## src/rtl/ltc2333_pkg.sv

```systemverilog
// Shared LTC2333 data-format definitions: word geometry, raw-word and m_tdata
// field offsets, receive FSM states, and channel-sequence helper functions.
// Used by the read block, its lane FIFO, its output interface and any write-side logic.
package ltc2333_pkg;

  localparam int WORD_BITS = 24;
  localparam int NCHAN     = 8;
  localparam int TDATA_W   = 32;
  localparam int IDX_W     = 4;

  // raw = {result[17:0], chan_id[2:0], softspan[2:0]}
  localparam int RAW_SOFTSPAN_LSB = 0;
  localparam int RAW_SOFTSPAN_W   = 3;
  localparam int RAW_CHAN_LSB     = 3;
  localparam int RAW_CHAN_W       = 3;
  localparam int RAW_RESULT_LSB   = 6;
  localparam int RAW_RESULT_W     = 18;

  // m_tdata = {lane[31], word_idx[30:27], 3'b0, raw[23:0]}
  localparam int TD_RAW_LSB  = 0;
  localparam int TD_IDX_LSB  = 27;
  localparam int TD_LANE_BIT = 31;

  typedef enum logic [1:0] {
    ST_IDLE  = 2'd0,
    ST_ARMED = 2'd1,
    ST_SHIFT = 2'd2
  } state_t;

  typedef logic [WORD_BITS-1:0] raw_t;

  typedef struct packed {
    logic [IDX_W-1:0] idx;
    raw_t             raw;
  } lane_word_t;

  // An all-zero mask means "every channel".
  function automatic logic [NCHAN-1:0] eff_mask(input logic [NCHAN-1:0] m);
    return (m == '0) ? '1 : m;
  endfunction

  function automatic logic [IDX_W-1:0] popcount8(input logic [NCHAN-1:0] m);
    logic [IDX_W-1:0] cnt;
    cnt = '0;
    for (int k = 0; k < NCHAN; k++) cnt = cnt + {{(IDX_W-1){1'b0}}, m[k]};
    return cnt;
  endfunction

  // Next set bit strictly after cur, wrapping mod 8. Searching from 7 yields
  // the lowest set bit, which is where a frame's sequence starts.
  function automatic logic [2:0] next_chan(input logic [NCHAN-1:0] m, input logic [2:0] cur);
    logic [2:0] nxt;
    logic       found;
    nxt   = cur;
    found = 1'b0;
    for (int k = 1; k <= NCHAN; k++) begin
      if (!found && m[cur + 3'(k)]) begin
        nxt   = cur + 3'(k);
        found = 1'b1;
      end
    end
    return nxt;
  endfunction

  function automatic raw_t mk_raw(input logic [RAW_RESULT_W-1:0] result,
                                  input logic [RAW_CHAN_W-1:0] chan,
                                  input logic [RAW_SOFTSPAN_W-1:0] softspan);
    raw_t r;
    r = '0;
    r[RAW_RESULT_LSB +: RAW_RESULT_W]     = result;
    r[RAW_CHAN_LSB +: RAW_CHAN_W]         = chan;
    r[RAW_SOFTSPAN_LSB +: RAW_SOFTSPAN_W] = softspan;
    return r;
  endfunction

  function automatic logic [TDATA_W-1:0] pack_tdata(input logic lane,
                                                    input logic [IDX_W-1:0] idx,
                                                    input raw_t raw);
    logic [TDATA_W-1:0] td;
    td = '0;
    td[TD_LANE_BIT]             = lane;
    td[TD_IDX_LSB +: IDX_W]     = idx;
    td[TD_RAW_LSB +: WORD_BITS] = raw;
    return td;
  endfunction

endpackage

```

## src/rtl/ltc2333_read_impl_if.sv

```systemverilog
// AXI-stream-style word port between the LTC2333 read block and the DMA/IPIF readout.
// Signals: m_tdata (32b word), m_tvalid, m_tlast from the source; m_tready from the sink.
// master modport = word source (read block), slave modport = consumer.
interface ltc2333_read_impl_if;
  import ltc2333_pkg::*;

  logic [TDATA_W-1:0] m_tdata;
  logic               m_tvalid;
  logic               m_tready;
  logic               m_tlast;

  modport master (output m_tdata, output m_tvalid, output m_tlast, input m_tready);
  modport slave  (input m_tdata, input m_tvalid, input m_tlast, output m_tready);

endinterface

```

## src/rtl/ltc2333_lane_fifo.sv

```systemverilog
// Per-lane synchronous FIFO of {word_idx, raw} entries, show-ahead read port.
// Ports: wr_en/wr_data (write ignored when full), rd_en/rd_data (pop ignored when empty), full, empty.
// A written word becomes visible (empty drops) one cycle after the write edge; DEPTH must be a power of two >= 2.
module ltc2333_lane_fifo
  import ltc2333_pkg::*;
#(
  parameter int DEPTH = 4
) (
  input  logic       clk,
  input  logic       local_aresetn,
  input  logic       wr_en,
  input  lane_word_t wr_data,
  input  logic       rd_en,
  output lane_word_t rd_data,
  output logic       full,
  output logic       empty
);

  localparam int AW = $clog2(DEPTH);
  localparam logic [AW:0] FULL_CNT = {1'b1, {AW{1'b0}}};

  lane_word_t  mem [DEPTH];
  logic [AW:0] wr_ptr;
  logic [AW:0] wr_ptr_vis;
  logic [AW:0] rd_ptr;

  // full tracks the real write pointer so a drop decision is exact;
  // empty tracks a one-cycle-late copy, giving the extra cycle of
  // write-to-valid latency seen at the output.
  assign full    = (wr_ptr - rd_ptr) == FULL_CNT;
  assign empty   = (wr_ptr_vis == rd_ptr);
  assign rd_data = mem[rd_ptr[AW-1:0]];

  always_ff @(posedge clk or negedge local_aresetn) begin
    if (!local_aresetn) begin
      wr_ptr     <= '0;
      wr_ptr_vis <= '0;
      rd_ptr     <= '0;
    end else begin
      wr_ptr_vis <= wr_ptr;
      if (wr_en && !full) wr_ptr <= wr_ptr + 1'b1;
      if (rd_en && !empty) rd_ptr <= rd_ptr + 1'b1;
    end
  end

  always_ff @(posedge clk) begin
    if (wr_en && !full) mem[wr_ptr[AW-1:0]] <= wr_data;
  end

endmodule

```

## src/rtl/ltc2333_read_impl.sv

```systemverilog
// LTC2333 receive side: deserializes both SDO lanes, checks chan_id sequence, buffers per lane,
// and emits words alternately lane 0 / lane 1 on an AXI-stream master.
// Ports: clk, local_aresetn, cnv, sck_en, sdo[NLANE], active_channels, m_axis (master), overflow,
// chan_err, frame_err, clear_err. Sample SAMPLE_DELAY cycles after sck_en; words valid 2 cycles after
// the 24th sample; a full lane FIFO drops that lane's word; output holds while m_tready=0.
module ltc2333_read_impl
  import ltc2333_pkg::*;
#(
  parameter int SAMPLE_DELAY = 2,
  parameter int FIFO_DEPTH   = 4,
  parameter int NLANE        = 2
) (
  input  logic                clk,
  input  logic                local_aresetn,
  input  logic                cnv,
  input  logic                sck_en,
  input  logic [NLANE-1:0]    sdo,
  input  logic [NCHAN-1:0]    active_channels,
  ltc2333_read_impl_if.master m_axis,
  output logic                overflow,
  output logic                chan_err,
  output logic                frame_err,
  input  logic                clear_err
);

  // ---------------------------------------------------------------- strobes
  logic sck_en_d;

  generate
    if (SAMPLE_DELAY == 0) begin : g_nodly
      assign sck_en_d = sck_en;
    end else begin : g_dly
      // Matches the SCKI -> ADC -> SDO round trip so each bit is sampled
      // in the cycle its clock pulse produced it.
      logic [SAMPLE_DELAY-1:0] dly;
      always_ff @(posedge clk or negedge local_aresetn) begin
        if (!local_aresetn) dly <= '0;
        else                dly <= (dly << 1) | SAMPLE_DELAY'(sck_en);
      end
      assign sck_en_d = dly[SAMPLE_DELAY-1];
    end
  endgenerate

  logic cnv_q;
  logic cnv_rise;

  always_ff @(posedge clk or negedge local_aresetn) begin
    if (!local_aresetn) cnv_q <= 1'b0;
    else                cnv_q <= cnv;
  end

  assign cnv_rise = cnv && !cnv_q;

  logic [NCHAN-1:0] mask_eff;
  logic [IDX_W-1:0] n_chan;

  assign mask_eff = eff_mask(active_channels);
  assign n_chan   = popcount8(mask_eff);

  // ---------------------------------------------------------------- FSM
  state_t           state;
  state_t           state_nxt;
  logic             start_frame;
  logic             sample;
  logic             word_done;
  logic [4:0]       bit_cnt;
  logic [IDX_W-1:0] word_idx;
  logic [2:0]       expected_ch;

  always_ff @(posedge clk or negedge local_aresetn) begin
    if (!local_aresetn) state <= ST_IDLE;
    else                state <= state_nxt;
  end

  always_comb begin
    state_nxt   = state;
    start_frame = 1'b0;
    sample      = 1'b0;
    word_done   = 1'b0;
    case (state)
      ST_IDLE: begin
        if (cnv_rise) begin
          state_nxt   = ST_ARMED;
          start_frame = 1'b1;
        end
      end
      ST_ARMED, ST_SHIFT: begin
        // A new conversion always wins over a pending bit: the partial
        // frame is abandoned and counting restarts from scratch.
        if (cnv_rise) begin
          state_nxt   = ST_ARMED;
          start_frame = 1'b1;
        end else if (sck_en_d) begin
          sample    = 1'b1;
          state_nxt = ST_SHIFT;
          if (bit_cnt == 5'd23) begin
            word_done = 1'b1;
            if (word_idx == n_chan - 1'b1) state_nxt = ST_IDLE;
          end
        end
      end
      default: state_nxt = ST_IDLE;
    endcase
  end

  // ---------------------------------------------------------------- deserializer
  raw_t             sr [NLANE];
  logic             push_pend;
  logic [IDX_W-1:0] pend_idx;
  logic [2:0]       pend_exp;

  // Completed words are pushed on the edge after their last sample; the
  // index and expected channel travel with them because the counters have
  // already moved on to the next word by then.
  always_ff @(posedge clk or negedge local_aresetn) begin
    if (!local_aresetn) begin
      bit_cnt     <= '0;
      word_idx    <= '0;
      expected_ch <= '0;
      push_pend   <= 1'b0;
      pend_idx    <= '0;
      pend_exp    <= '0;
      for (int i = 0; i < NLANE; i++) sr[i] <= '0;
    end else begin
      push_pend <= word_done;
      if (start_frame) begin
        bit_cnt     <= '0;
        word_idx    <= '0;
        expected_ch <= next_chan(mask_eff, 3'd7);
        for (int i = 0; i < NLANE; i++) sr[i] <= '0;
      end else if (sample) begin
        for (int i = 0; i < NLANE; i++) sr[i] <= {sr[i][WORD_BITS-2:0], sdo[i]};
        if (word_done) begin
          bit_cnt     <= '0;
          pend_idx    <= word_idx;
          pend_exp    <= expected_ch;
          word_idx    <= word_idx + 1'b1;
          expected_ch <= next_chan(mask_eff, expected_ch);
        end else begin
          bit_cnt <= bit_cnt + 1'b1;
        end
      end
    end
  end

  // ---------------------------------------------------------------- lane FIFOs
  lane_word_t       head [NLANE];
  logic [NLANE-1:0] fifo_full;
  logic [NLANE-1:0] fifo_empty;
  logic             rd_lane;
  logic             tvalid;
  logic             xfer;

  assign tvalid = !fifo_empty[rd_lane];
  assign xfer   = tvalid && m_axis.m_tready;

  generate
    for (genvar i = 0; i < NLANE; i++) begin : g_lane
      ltc2333_lane_fifo #(
        .DEPTH (FIFO_DEPTH)
      ) u_fifo (
        .clk           (clk),
        .local_aresetn (local_aresetn),
        .wr_en         (push_pend),
        .wr_data       ({pend_idx, sr[i]}),
        .rd_en         (xfer && (rd_lane == 1'(i))),
        .rd_data       (head[i]),
        .full          (fifo_full[i]),
        .empty         (fifo_empty[i])
      );
    end
  endgenerate

  // ---------------------------------------------------------------- output
  lane_word_t head_sel;

  assign head_sel        = head[rd_lane];
  // Output is gated with valid so an idle or freshly reset port reads 0.
  assign m_axis.m_tvalid = tvalid;
  assign m_axis.m_tdata  = tvalid ? pack_tdata(rd_lane, head_sel.idx, head_sel.raw) : '0;
  assign m_axis.m_tlast  = tvalid && rd_lane && (head_sel.idx == n_chan - 1'b1);

  always_ff @(posedge clk or negedge local_aresetn) begin
    if (!local_aresetn) rd_lane <= 1'b0;
    else if (xfer)      rd_lane <= ~rd_lane;
  end

  // ---------------------------------------------------------------- sticky errors
  logic ovf_evt;
  logic chan_evt;
  logic frame_evt;

  always_comb begin
    ovf_evt  = 1'b0;
    chan_evt = 1'b0;
    for (int i = 0; i < NLANE; i++) begin
      if (push_pend && fifo_full[i]) ovf_evt = 1'b1;
      if (push_pend && (sr[i][RAW_CHAN_LSB +: RAW_CHAN_W] != pend_exp)) chan_evt = 1'b1;
    end
  end

  assign frame_evt = cnv_rise && (state != ST_IDLE);

  // An event in the same cycle as clear_err keeps its flag set.
  always_ff @(posedge clk or negedge local_aresetn) begin
    if (!local_aresetn) begin
      overflow  <= 1'b0;
      chan_err  <= 1'b0;
      frame_err <= 1'b0;
    end else begin
      overflow  <= (overflow  && !clear_err) || ovf_evt;
      chan_err  <= (chan_err  && !clear_err) || chan_evt;
      frame_err <= (frame_err && !clear_err) || frame_evt;
    end
  end

endmodule
```

## src/flat_wrapper.sv

```systemverilog
// flat-port wrapper written by rule: the top's interface ports become plain ports
module ltc2333_read_impl_flat import ltc2333_pkg::*;
#(
  parameter int SAMPLE_DELAY = 2,
  parameter int FIFO_DEPTH   = 4,
  parameter int NLANE        = 2
)
  (clk, local_aresetn, cnv, sck_en, sdo, active_channels, overflow, chan_err, frame_err, clear_err, m_axis_m_tdata, m_axis_m_tvalid, m_axis_m_tlast, m_axis_m_tready);
  ltc2333_read_impl_if m_axis_i ();
  input  logic clk;
  input  logic local_aresetn;
  input  logic cnv;
  input  logic sck_en;
  input  logic [NLANE-1:0] sdo;
  input  logic [NCHAN-1:0] active_channels;
  output logic overflow;
  output logic chan_err;
  output logic frame_err;
  input  logic clear_err;
  output wire logic [$bits(m_axis_i.m_tdata)-1:0] m_axis_m_tdata;
  output wire logic [$bits(m_axis_i.m_tvalid)-1:0] m_axis_m_tvalid;
  output wire logic [$bits(m_axis_i.m_tlast)-1:0] m_axis_m_tlast;
  input wire logic [$bits(m_axis_i.m_tready)-1:0] m_axis_m_tready;
  assign m_axis_m_tdata = m_axis_i.m_tdata;
  assign m_axis_m_tvalid = m_axis_i.m_tvalid;
  assign m_axis_m_tlast = m_axis_i.m_tlast;
  assign m_axis_i.m_tready = m_axis_m_tready;
  ltc2333_read_impl #(.SAMPLE_DELAY(SAMPLE_DELAY), .FIFO_DEPTH(FIFO_DEPTH), .NLANE(NLANE)) u_core (.clk(clk), .local_aresetn(local_aresetn), .cnv(cnv), .sck_en(sck_en), .sdo(sdo), .active_channels(active_channels), .m_axis(m_axis_i), .overflow(overflow), .chan_err(chan_err), .frame_err(frame_err), .clear_err(clear_err));
endmodule
```

## config.mk

```make
export PLATFORM = sky130hd
export DESIGN_NAME = ltc2333_read_impl_flat
export DESIGN_NICKNAME = d
export VERILOG_FILES = /design/src/rtl/ltc2333_pkg.sv /design/src/rtl/ltc2333_read_impl_if.sv /design/src/rtl/ltc2333_lane_fifo.sv /design/src/rtl/ltc2333_read_impl.sv /design/src/flat_wrapper.sv
export SDC_FILE = /design/constraint.sdc
export NUM_CORES = 1
export LEC_CHECK = 0
export ABC_AREA = 1
export CAP_MARGIN = 20
export CORE_MARGIN = 2
export CORE_UTILIZATION = 50
export CTS_CLUSTER_DIAMETER = 40
export DETAILED_ROUTE_END_ITERATION = 10
export PLACE_DENSITY = 0.7
export REMOVE_ABC_BUFFERS = 1
export SYNTH_ARGS = -nofsm -noshare
export SYNTH_HDL_FRONTEND = slang
export SYNTH_SLANG_ARGS = --single-unit
```

## constraint.sdc

```tcl
create_clock -name clk -period 4.87 [get_ports clk]
set_clock_uncertainty 0.05 [all_clocks]
set_input_delay 0.974 -clock clk [delete_from_list [all_inputs] [get_ports clk]]
set_output_delay 0.974 -clock clk [all_outputs]
set_load 0.03 [all_outputs]
```

==> results by group, run 1 <==
Run status
  • Outcome: finished, violations left
  • Failing checks: setup timing

Yosys
  • Synth async-reset ratio: approximately 30%
  • Distinct cells, synth: 46
  • Top-area cell type share of the netlist area: about 48%
  • Cells after Synth: around 1200
  • Syn avg cell area: around 11 µm²
  • Ys flop type: edfxtp_1
  • Leading area contributor after synthesis: edfxtp_1
  • Synth Register Bits: ~320
  • Synth Cell Area: between 0.01 and 0.015 mm²
  • Area contributors post-synth: edfxtp_1, dfrtp_1, nand2_1
  • Post-synth EDFFs: ~220
  • YS warnings: 0
  • Sequential area share after synthesis: 65.5%

CTS
  • CTS H-tree depth: 2
  • Clk slew on worst S/H paths: 0.06 ns
  • TritonCTS Buffers: 37
  • CTS Sinks: 319
  • Clk root buf: clkbuf_16
  • CTS tree: done
  • Clock latency on the worst-skew pair: between 0.5 and 0.6 ns
  • Bufs on Longest Clock Path: 3
  • CTS Hold Buffers Added: 0

Finish
  • Layout overhead on the synthesized area: 19.1%
  • Number of antenna diodes: 0
  • Final nets: between 1000 and 1500
  • Most frequent cells in the layout: edfxtp_1, nand2_1, inv_1
  • Commonest non-fill, non-tap cell in the layout: edfxtp_1
  • Share of cells above drive strength 1: between 10% and 20%

Floorplan
  • Die Height: roughly 170 µm
  • Die area: ~0.029 mm²
  • Starting Density: between 50% and 60%
  • Boundary Pins: between 50 and 60
  • Die W: between 150 and 200 µm
  • Core area: roughly 0.028 mm²
  • FP Rows: ~60

Critical path
  • Max FO, Critical Path: 3
  • Reg2Reg Setup Slack: ~1.7 ns
  • Critical path type: input pin to output pin
  • Critical path launch point type: input pin
  • Crit path required time: 3.85 ns
  • Critical Path AT: approximately 4.2 ns
  • CP endpoint kind: output pin

Timing
  • Worst setup margin: -0.337 ns
  • Hold Vio Cnt, Final: 0
  • Unrepaired setup endpoints after global routing: true
  • Max-slew headroom: 40.4%
  • Final setup violation count: 1
  • Final setup TNS: -0.337 ns
  • Min Tclk post-route: about 5.2 ns
  • Achievable Freq: ~190 MHz
  • Max-slew violation count: 0
  • Crit share post-route: 107%
  • Worst-Margin Slew: about 0.89 ns
  • Worst hold slack: 0.298 ns

Route
  • Final WL: approximately 33000 µm
  • Highest metal used: met4
  • Antenna Violating Nets Remaining: 0
  • WL per Instance: ~19 µm
  • WL met2: around 17000 µm
  • Metal3 WL: between 1500 and 2000 µm
  • DR vias: 9638
  • Initial DRC Count: about 910
  • Drt via density: 5.63
  • Final routed DRC violation total: 0
  • Post-Route M1 WL: 13400 µm
  • DRT Pass-1 Iters: 5

GRT
  • First-pass GRT wire length: between 50000 and 60000 µm
  • Total GRT Usage: ~23%
  • Antenna violations before repair: 0
  • Vias in the first global route: a little under 10000
  • Pin count of the biggest net entering global routing: 62
  • GRT overflow: 0

Pwr
  • P_leak: 0.00657 µW
  • Peak VDD IR: 443 µV
  • Pwr/cell area: 618 mW/mm²
  • Final total power: between 10000 and 15000 µW

Job
  • Max Cap Viol: 0

Placement
  • Routability cong.: 0.865
  • Port Buffers: 49
  • HPWL after detailed placement: approximately 20000 µm

Worst hold path
  • Hold/Removal Path Class: flop to flop
[worst max-delay path: stages]
cell	delay [ns]
buf_8	0.10
inv_6	0.05
ha_4	0.13
nand2_4	0.05
nor2_4	0.11
nand2_4	0.08
nand2_4	0.07
inv_2	0.04
ha_4	0.26
fa_1	0.41
inv_1	0.08
fa_2	0.45
ha_4	0.19
fa_2	0.57
nor2_2	0.05
nor4_2	0.35
buf_4	0.22
[metrics by stage]
stage | setup WS, ns | instance area, µm² | cells | util (%)
4_1_cts | -0.416 | 16500 | 1709 | 59.9
2_1_floorplan | -0.952 | 13600 | 1153 | -
6_report | -0.337 | 16500 | 1711 | 60.0
5_1_grt | -0.436 | 16500 | 1711 | 60.0
3_3_place_gp | -0.931 | 15000 | 1635 | 54.6
3_5_place_dp | -1.04 | 15000 | 1635 | 54.6
[flip-flops by register name (all words and copies together) (netlist names)]
signal / flops
u_core.frame_err: 1
u_core.g_dly.dly: 2
u_core.push_pend: 1
u_core.expected_ch: 3
u_core.overflow: 1
u_core.pend_exp: 3
u_core.cnv_q: 1
u_core.g_lane.u_fifo.wr_ptr: 6
u_core.g_lane.u_fifo.wr_ptr_vis: 6
u_core.word_idx: 4
u_core.pend_idx: 4
u_core.chan_err: 1
u_core.g_lane.u_fifo.rd_ptr: 6
u_core.sr: 48
u_core.rd_lane: 1
u_core.bit_cnt: 5
u_core.g_lane.u_fifo.mem: 224
u_core.state: 2
[path summary, 6_finish.rpt]
path | to | from | cells past startpoint
worst max-delay path | m_axis_m_tlast | active_channels[0] | 17
worst min register to register | u_core.g_dly.dly[1] | u_core.g_dly.dly[0] | 0
worst min-delay path | u_core.g_dly.dly[1] | u_core.g_dly.dly[0] | 0
worst max register to register | u_core.g_lane[1].u_fifo.mem[2][23] | u_core.g_lane[1].u_fifo.rd_ptr[0] | 9
max in group asynchronous | u_core.pend_idx[0] | local_aresetn | 2
min in group asynchronous | u_core.g_lane[1].u_fifo.wr_ptr[0] | local_aresetn | 1
[layout make-up]
type / instances / area (µm²)
clock inverter: 20 / 274
tap: 378 / 473
fill: 2183 / 11000
inverter: 112 / 428
sequential: 319 / 9100
clock buffer: 47 / 1020
timing repair buffer: 113 / 1040
multi-input combinational: 722 / 4200
[per-layer routing]
| metal | global-route usage, % | vias up |
|---|---|---|
| met5 | 0 | - |
| met4 | 8.55 | 0 |
| met3 | 3.38 | 62 |
| met2 | 40.6 | 314 |
| met1 | 29.1 | 4765 |
| li1 | - | 4497 |
[synthesized netlist by cell type, types with 10 or more instances]
cell type	n
xnor2_1	13
o22ai_1	25
a211oi_1	17
clkbuf_1	42
nand2_1	209
buf_1	15
a32o_1	19
inv_1	103
nor2_1	74
xor2_1	12
a221oi_1	10
nand4_1	10
o221a_2	17
nand3_1	93
ha_1	29
a21oi_1	55
edfxtp_1	224
o21ai_0	80
dfrtp_1	95
[where the power goes]
| group | leakage [µW] | total (µW) | switching, µW | internal, µW |
|---|---|---|---|---|
| Clock | 0.000625 | 2860 | 1090 | 1770 |
| Combinational | 0.00256 | 4210 | 2680 | 1530 |
| Sequential | 0.00338 | 3160 | 159 | 3000 |
| Total | 0.00657 | 10200 | 3930 | 6300 |
[cell families (layout without fill, tap and decap cells)]
| family | count (synthesis) | count (layout) | synth area share (%) |
|---|---|---|---|
| buffers and inverters | 181 | 292 | 5.25 |
| other | 1 | 3 | 0.0270 |
| xor gates and xnor gates | 25 | 25 | 1.58 |
| AOI/OAI and AO/OA | 254 | 254 | 11.9 |
| DFF | 319 | 319 | 65.5 |
| and+or+nand+nor | 408 | 408 | 12.7 |
| adders and majority gates | 32 | 32 | 3.04 |
[repair_timing]
item	4_1_cts	5_1_grt
endpoints found under the setup margin	1	1
hold endpoints to repair	0	0
pin swaps	15	13
buffers inserted	6	2
gates resized for setup	53	9
cloned	1	0
No activity file was read; power rests on OpenSTA's default activity.
==> run 2, diff against run 1 <==
SYNTH_HIERARCHICAL = 1   (was default)
==> results by group, run 2 <==
Yosys
  • Cells after Synth: 1350 (+11%)
  • Ys flop type: edfxtp_1
  • Most used standard cell by instance count after synthesis: nand2_1
  • Distinct cells, synth: 44 (-4.3%)
  • Top-area cell type share of the netlist area: 46.9% (-1.5 points)
  • Leading area contributor after synthesis: edfxtp_1
  • Post-synth top cells: nand2_1, edfxtp_1, o21ai_0
  • Synth Cell Area: 0.0143 mm² (+3.3%)
  • Synth Register Bits: 319 (unchanged)
  • Area contributors post-synth: edfxtp_1, dfrtp_1, nand2_1
  • Sequential area share after synthesis: 63.4% (-2.1 points)
  • Synth async-reset ratio: 29.8% (unchanged)
  • Syn avg cell area: 10.6 µm² (-6.6%)
  • YS warnings: 6 (+6)
  • Post-synth EDFFs: 224 (unchanged)

Run status
  • Outcome: finished, violations left
  • Failing checks: setup timing

Critical path
  • Crit-path cells: buf_8 > inv_6 > nand2_4 > nor2_4 > nand2_2 > inv_4 > nor2_4 > ha_4 > fa_1 > inv_2 > fa_1 > fa_2 > inv_2 > fa_2 > xor2_2 > inv_2 > xor2_1 > nand3_1 > a2111oi_4 > buf_4 > buf_6
  • Max FO, Critical Path: 3 (unchanged)
  • Reg2Reg Setup Slack: 1.72 ns (+0.02 ns)
  • Critical path type: input pin to output pin
  • Top cell by count, worst path: inv_2
  • Critical Path AT: 4.62 ns (+0.44 ns)
  • Crit path required time: 3.85 ns (about the same)
  • Max incr delay on CP: 0.55 ns (-0.02 ns)
  • CP endpoint kind: output pin
  • Launch point of the worst reg-to-reg path: u_core/g_lane[1].u_fifo/rd_ptr[1]
  • Crit path max-delay cell type: fa_1
  • Start point of the critical path: active_channels[1]
  • Critical path launch point type: input pin

GRT
  • Total GRT Usage: 21.8% (-1.3 points)
  • Antenna violations before repair: 0 (unchanged)
  • First-pass GRT wire length: 52000 µm (+0.49%)
  • GRT overflow: 0 (unchanged)
  • Vias in the first global route: 9842 (+1.2%)
  • Pin count of the biggest net entering global routing: 71 (+15%)

Pwr
  • Internal power: 4870 µW (-23%)
  • Peak VDD IR: 521 µV (+18%)
  • Reg power frac: 44.9% (+14 points)
  • P_leak: 0.00705 µW (+7.4%)
  • Sw Pwr: 1860 µW (-53%)
  • Clk pwr share: 38.1% (+10 points)
  • Comb pwr share: 16.9% (-24 points)
  • Sw Share: 27.7% (-11 points)
  • Pwr/cell area: 407 mW/mm² (-34%)

Timing
  • Worst-Margin Slew: 1.02 ns (+0.127 ns)
  • Hold Vio Cnt, Final: 0 (unchanged)
  • Worst setup margin: -0.771 ns (-0.434 ns)
  • Max-slew headroom: 32.1% (-8.4 points)
  • Worst hold slack: 0.300 ns (+0.00107 ns)
  • Crit share post-route: 116% (+8.9 points)
  • Achievable Freq: 177 MHz (-7.7%)
  • Final setup violation count: 1 (unchanged)
  • Max-slew violation count: 0 (unchanged)
  • Unrepaired setup endpoints after global routing: true
  • Min Tclk post-route: 5.64 ns (+0.434 ns)

Route
  • DRT Pass-1 Iters: 5 (unchanged)
  • WL per Instance: 17.6 µm (-8.1%)
  • DR vias: 9984 (+3.6%)
  • Metal3 WL: 1960 µm (+5.4%)
  • Highest metal used: met4
  • WL met2: 16100 µm (-2.9%)
  • Initial DRC Count: 804 (-11%)
  • Post-Route M1 WL: 13600 µm (+1.3%)
  • Final WL: 32400 µm (-1.1%)
  • Antenna Violating Nets Remaining: 0 (unchanged)
  • Drt via density: 5.42 (-3.8%)
  • Final routed DRC violation total: 0 (unchanged)

Job
  • Max Cap Viol: 0 (unchanged)

Finish
  • Most frequent cells in the layout: nand2_1, edfxtp_1, o21ai_0
  • # fillers: 2370 (+8.6%)
  • Share of cells above drive strength 1: 15.5% (-2.1 points)
  • Commonest non-fill, non-tap cell in the layout: nand2_1
  • Multi-input gate area: 0.00438 mm² (+4.3%)
  • Flip-flop and latch area: 0.00911 mm² (about the same)
  • Number of antenna diodes: 0 (unchanged)
  • Cell area after layout: 0.0166 mm² (about the same)
  • Final Core Density: 58.2% (-1.9 points)
  • Max reg flops: 224 (unchanged)
  • Final nets: 1477 (+9.2%)
  • Layout overhead on the synthesized area: 15.4%

Floorplan
  • FP Rows: 62 (+1.6%)
  • Die Height: 173 µm (+1.6%)
  • Starting Density: 50.4% (about the same)
  • Die W: 173 µm (+1.6%)
  • Boundary Pins: 53 (unchanged)
  • Die area: 0.0301 mm² (+3.2%)
  • Core area: 0.0285 mm² (+3.3%)

CTS
  • TritonCTS Buffers: 35 (-5.4%)
  • CTS H-tree depth: 2 (unchanged)
  • CTS tree: done
  • Clk root buf: clkbuf_16
  • CTS Sinks: 319 (unchanged)
  • Clock latency on the worst-skew pair: 0.50 ns (-0.02 ns)
  • Bufs on Longest Clock Path: 3 (unchanged)
  • Clk slew on worst S/H paths: 0.06 ns (about the same)

Worst hold path
  • Hold/Removal Path Class: flop to flop
  • Hold path startpoint: u_core/g_dly.dly[0]

Placement
  • Port Buffers: 49 (unchanged)
  • Routability cong.: 0.811 (-6.2%)
  • HPWL after detailed placement: 19100 µm (-3.2%)
  • Placed inst area: 0.0152 mm² (+1.0%)
==> run 2: repair_timing <==
| action | in CTS | in global routing |
|---|---|---|
| setup endpoints to repair | 1 | 1 |
| setup buffers | 15 | 2 |
| endpoints found under the hold margin | 0 | 0 |
| resized for setup | 51 | 20 |
| pin swaps | 16 | 14 |
| hold buffers | 0 | 0 |
==> run 2: power groups by stage <==
stage | sequential (µW) | combinational, µW | clock (µW)
floorplan | 3060 | 790 | 0
global placement | 3080 | 1070 | 0
detailed placement | 3080 | 1090 | 0
CTS | 3020 | 1120 | 2610
global route | 3030 | 1290 | 2710
finish | 3030 | 1140 | 2570
==> run 2: worst max-delay path, delay by kind of cell <==
family	cells	cell delay (ns)
compound gates	1	0.37
xor+xnor	2	0.34
fa+ha+maj	5	1.83
buf+inv	8	0.68
simple gates	5	0.43
==> run 2: cells by family after synthesis <==
group | count (synthesis) | share of synthesized area (%)
adder cells (fa/ha/maj) | 28 | 2.65
multiplexers | 4 | 0.279
other | 1 | 0.0261
flip-flops | 319 | 63.4
XOR/XNOR | 19 | 1.16
AO/OA/AOI/OAI | 262 | 10.2
buffers and inverters | 210 | 6.78
AND/OR/NAND/NOR | 507 | 15.4
==> run 2: stage by stage <==
step / instances / TNS, ns / worst slack, ns / total power, µW
6_report: 1842 / -0.771 / -0.771 / 6740
5_1_grt: 1842 / -0.916 / -0.916 / 7030
4_1_cts: 1840 / -0.833 / -0.833 / 6750
3_5_place_dp: 1763 / -1.91 / -1.61 / 4170
3_3_place_gp: 1763 / -1.71 / -1.48 / 4140
2_1_floorplan: 1284 / -1.75 / -1.75 / 3850
==> run 2: path summary, 6_finish.rpt <==
kind	cells after the start	end
setup / recovery	21	m_axis_m_tlast
hold / removal	0	u_core/g_dly.dly[1]
setup reg to reg	9	u_core/g_lane[1].u_fifo/mem[2][13]
hold reg to reg	0	u_core/g_dly.dly[1]
max in group asynchronous	2	u_core/chan_err
min in group asynchronous	1	u_core/sr[41]
==> run 2: cell type report <==
type	instances	share of cell area (%)
clock buffer	46	5.66
tap	384	2.90
inverter	142	3.32
clock inverter	16	1.11
multi-input combinational	823	26.5
timing repair buffer	112	5.54
sequential	319	55.0
==> run 2: per-layer routing <==
| metal | vias to the layer above | GRT usage (%) |
|---|---|---|
| met5 | - | 0 |
| met4 | 0 | 6.92 |
| met3 | 52 | 3.03 |
| met2 | 315 | 37.2 |
| met1 | 4843 | 29.3 |
| li1 | 4774 | - |
